## config.mk

```make
export PLATFORM = sky130hd
export DESIGN_NAME = mult_datapath
export DESIGN_NICKNAME = d
export VERILOG_FILES = /design/src/rtl/mult_datapath.sv
export SDC_FILE = /design/constraint.sdc
export NUM_CORES = 1
export LEC_CHECK = 0
export ABC_CLOCK_PERIOD_IN_PS = 3800
export BUFFER_PORTS_ARGS = -buffer_cell sky130_fd_sc_hd__buf_2
export CAP_MARGIN = 25
export CORE_MARGIN = 4
export CORE_UTILIZATION = 56
export DETAILED_ROUTE_END_ITERATION = 16
export HOLD_SLACK_MARGIN = 0.03
export MAX_ROUTING_LAYER = met4
export PLACE_DENSITY = 0.9
export SYNTH_ARGS = -nofsm -noshare
export SYNTH_HDL_FRONTEND = slang
export SYNTH_SLANG_ARGS = --single-unit
```

## constraint.sdc

```tcl
create_clock -name Clk -period 3.8 [get_ports Clk]
set_input_delay 0.76 -clock Clk [delete_from_list [all_inputs] [get_ports Clk]]
set_output_delay 0.76 -clock Clk [all_outputs]
set_load 0.05 [all_outputs]
```

## src/rtl/mult_datapath.sv

```systemverilog
// Accumulator (A), multiplier (B) and sign bit (X) registers plus a shared 9-bit add/sub for the signed shift-add multiplier.
// Define MULT_DP_DONE_CNT_EN to build the shift counter that drives done; otherwise done is tied low.
module mult_datapath #(
    parameter int W = 8
) (
    input  logic         Clk,
    input  logic         Reset_n,
    input  logic         load,
    input  logic         clr_ax,
    input  logic         add,
    input  logic         sub,
    input  logic         shift,
    input  logic [W-1:0] S,
    output logic [W-1:0] Aval,
    output logic [W-1:0] Bval,
    output logic         X,
    output logic         M,
    output logic         done
);

    logic [W-1:0] a_q, a_d;
    logic [W-1:0] b_q, b_d;
    logic         x_q, x_d;
    logic [W:0]   opnd_s;
    logic [W:0]   sum_s;
    logic         cin_s;

    // Single adder: subtraction inverts the sign-extended operand and injects carry-in.
    always_comb begin
        opnd_s = {S[W-1], S};
        cin_s  = 1'b0;
        if (sub) begin
            opnd_s = ~{S[W-1], S};
            cin_s  = 1'b1;
        end else begin
            opnd_s = {S[W-1], S};
            cin_s  = 1'b0;
        end
        sum_s = {a_q[W-1], a_q} + opnd_s + {{W{1'b0}}, cin_s};
    end

    // Next-state selection in fixed priority: load > clr_ax > sub > add > shift.
    always_comb begin
        a_d = a_q;
        b_d = b_q;
        x_d = x_q;
        if (load) begin
            a_d = {W{1'b0}};
            x_d = 1'b0;
            b_d = S;
        end else if (clr_ax) begin
            a_d = {W{1'b0}};
            x_d = 1'b0;
        end else if (sub || add) begin
            x_d = sum_s[W];
            a_d = sum_s[W-1:0];
        end else if (shift) begin
            a_d = {x_q, a_q[W-1:1]};
            b_d = {a_q[0], b_q[W-1:1]};
        end else begin
            a_d = a_q;
        end
    end

    // Datapath state registers.
    always_ff @(posedge Clk or negedge Reset_n) begin
        if (!Reset_n) begin
            a_q <= {W{1'b0}};
            b_q <= {W{1'b0}};
            x_q <= 1'b0;
        end else begin
            a_q <= a_d;
            b_q <= b_d;
            x_q <= x_d;
        end
    end

`ifdef MULT_DP_DONE_CNT_EN
    logic [3:0] cnt_q, cnt_d;
    logic       done_q, done_d;

    // Shift counter: cleared by load/clr_ax, counts only executed shifts, saturates at 8.
    always_comb begin
        cnt_d = cnt_q;
        if (load || clr_ax) begin
            cnt_d = 4'd0;
        end else if (sub || add) begin
            cnt_d = cnt_q;
        end else if (shift && (cnt_q != 4'd8)) begin
            cnt_d = cnt_q + 4'd1;
        end else begin
            cnt_d = cnt_q;
        end
        done_d = (cnt_d == 4'd8);
    end

    // Counter and registered done flag.
    always_ff @(posedge Clk or negedge Reset_n) begin
        if (!Reset_n) begin
            cnt_q  <= 4'd0;
            done_q <= 1'b0;
        end else begin
            cnt_q  <= cnt_d;
            done_q <= done_d;
        end
    end

    assign done = done_q;
`else
    assign done = 1'b0;
`endif

    assign Aval = a_q;
    assign Bval = b_q;
    assign X    = x_q;
    assign M    = b_q[0];

endmodule

```

==> key figures <==
Status
  • Status: completed

Clocking
  • Root Buffer: clkbuf_4
  • Gates resized, CTS repair: 0
  • Total CTS buffers: 3
  • Cts hold-fix bufs: 0
  • CTS H-tree lvls: 1
  • Post-CTS Setup Inserts: 0
  • Worst-skew pair later-pin latency: 300 ps
  • Clk buf depth: 2
  • Clk pin slew, worst setup/hold paths: 110 ps
  • Total clock sinks: 17
  • CTS tree: yes

Timing
  • Final hold vios: 0
  • Worst-Margin Slew: 710 ps
  • Slew margin rel.: 0.526
  • Final setup TNS: 0 ps
  • RSZ-0062 raised after global routing: false
  • Final Skew: 5.07 ps
  • Max-slew violation count: 0
  • Min Clock Period, post-route: 2480 ps
  • Period Utilization, post-route: 0.653
  • Setup violators final: 0
  • Fmax: 403 MHz

Place
  • Gp weighted congestion: 0.944
  • DP Area: 1390 um2
  • Estimated wirelength of the detail-placed design: 2280 um
  • Number of port buffers: 32

Pwr
  • Logic gate share of total power: 0.443
  • Flop pwr share: 0.377
  • Internal Pwr Total: 322 uW
  • NetSw: 256 uW
  • Peak supply drop: 314 uV
  • Clock share of power: 0.180
  • Sw frac: 0.443
  • Pwr Density: 408 nW/um2
  • Post-layout power: 578 uW
  • Leakage power: 0.000726 uW

Layout
  • Finished Cell Area: 1420 um2
  • NumNets Final: 182
  • Area Growth Syn to Fin: 13.6%
  • Layout cells sized above 1: 0.266
  • # diodes: 0
  • Most frequent cells in the layout: buf_2 (32), dfrtp_1 (17), mux2i_1 (15)
  • Commonest non-fill, non-tap cell in the layout: buf_2

Floorplanning
  • Starting density of the core: 0.611
  • Die X: 55.2 um
  • Number of core rows: 16
  • Ports: 34
  • Die ar.: 3050 um2
  • Vert. Die Dim: 55.2 um
  • Core ar.: 2040 um2

Global route
  • Largest net degree at the start of global routing: 19
  • GRT Total Usage: 0.240
  • Number of global-route vias before repair: 1134
  • First-pass GRT wire length: 5070 um
  • Total gr overflow: 0
  • Antenna violations before repair: 0

Yosys
  • Register area share after synthesis: 0.341
  • Net Count, Synth: 154
  • Number of enable flip-flop cells after synthesis: 0
  • Synth area leader: dfrtp_1
  • Post-synthesis async set-or-reset flop share: 1.00
  • Unique cell type count in the Yosys netlist: 36
  • Average size of a mapped cell: 9.52 um2
  • Synth Warn #: 0
  • Post-synth top area share: 0.341
  • Synth Instances: 131
  • Syn Std Cell Area: 1250 um2
  • Yosys reg bits: 17
  • Area contributors post-synth: dfrtp_1 (34%), mux2i_1 (12%), ha_1 (7.0%)
  • Most used DFF post-synth: dfrtp_1

Routing
  • Vias per inst: 5.91
  • Drt pass-1 iters: 4
  • DRC viols: 0
  • ANT nets after route: 0
  • DR vias: 1094
  • First DRT Iteration DRCs: 30
  • Routed WL: 2940 um
  • WL/cell: 15.9 um

Flow run
  • Max cap viols: 0

Setup path
  • Crit-path max FO: 11
  • Worst Path Required: 3960 ps
  • Critical path launch point type: input port
  • Arr. time, crit path: 2640 ps
  • CP endpoint kind: flop
  • Worst setup path class: input port to flop

Hold path
  • HP Class: input port to asynchronous set/reset pin
[Yosys cell counts (all sizes together), types with 2 or more instances]
master	instances
a31oi	4
o32a	2
ha	7
mux2i	15
inv	3
buf	8
nor2	9
dfrtp	17
a211oi	5
a21o	2
or2	2
xor2	10
a21oi	7
o21ai	11
nand2	13
[final timing paths]
check / from / end / slack (ps) / cells past startpoint
worst min-delay path: Reset_n / Bval[1] / 360 / 1
worst min register to register: Bval[3] / Bval[3] / 510 / 2
max in group asynchronous: Reset_n / X / 3160 / 1
worst max register to register: Aval[0] / Aval[6] / 1530 / 7
worst max-delay path: sub / Aval[6] / 1320 / 8
min in group Clk: Bval[3] / Bval[3] / 510 / 2
[cell type report]
type,count,area (um2)
multi-input cells,102,761
well taps,27,33.8
inverters,3,11.3
fillers,177,624
clock buffers,4,26.3
repair buffers,32,160
flip-flops and latches,17,425
[flip-flops by register name (all words and copies together) (netlist names)]
register  cells
Aval          8
Bval          8
X             1
[critical path, cell delays in order]
cell and delay [ps]:
buf_2 190, mux2_4 310, fa_1 400, a21o_1 190, a221o_1 350, o32a_1 180
a31oi_1 180, a211oi_1 70
[through the flow]
step	worst slack (ps)	hold slack (ps)	std cells	utilization
floorplan	1260	464	131	-
global placement	1090	480	181	0.681
detailed placement	1010	491	181	0.681
CTS	1340	372	185	0.694
global route	1270	372	185	0.694
finish	1320	357	185	0.694
[per-layer routing]
metal	vias up	share of wire	GRT usage
met5	-	0	-
met4	0	0.0034	0.0526
met3	2	0.068	0.0643
met2	47	0.50	0.411
met1	516	0.43	0.280
li1	529	-	-
[cells by family after synthesis]
| logic type | after synthesis | share of synthesized area |
|---|---|---|
| AOI/OAI and AO/OA | 37 | 0.209 |
| and+or+nand+nor | 29 | 0.102 |
| DFF | 17 | 0.341 |
| muxes | 16 | 0.132 |
| buffers and inverters | 12 | 0.0491 |
| xor gates and xnor gates | 11 | 0.0772 |
| adders and majority gates | 8 | 0.0863 |
| other | 1 | 0.00301 |
[power groups by stage]
stage	Combinational, uW	Clock, uW	Sequential (uW)
after floorplan	130	0	288
after global placement	245	0	220
after detailed placement	254	0	222
after CTS	255	105	218
after global routing	278	120	221
final	256	104	218
(Power assumes the default switching activity.)
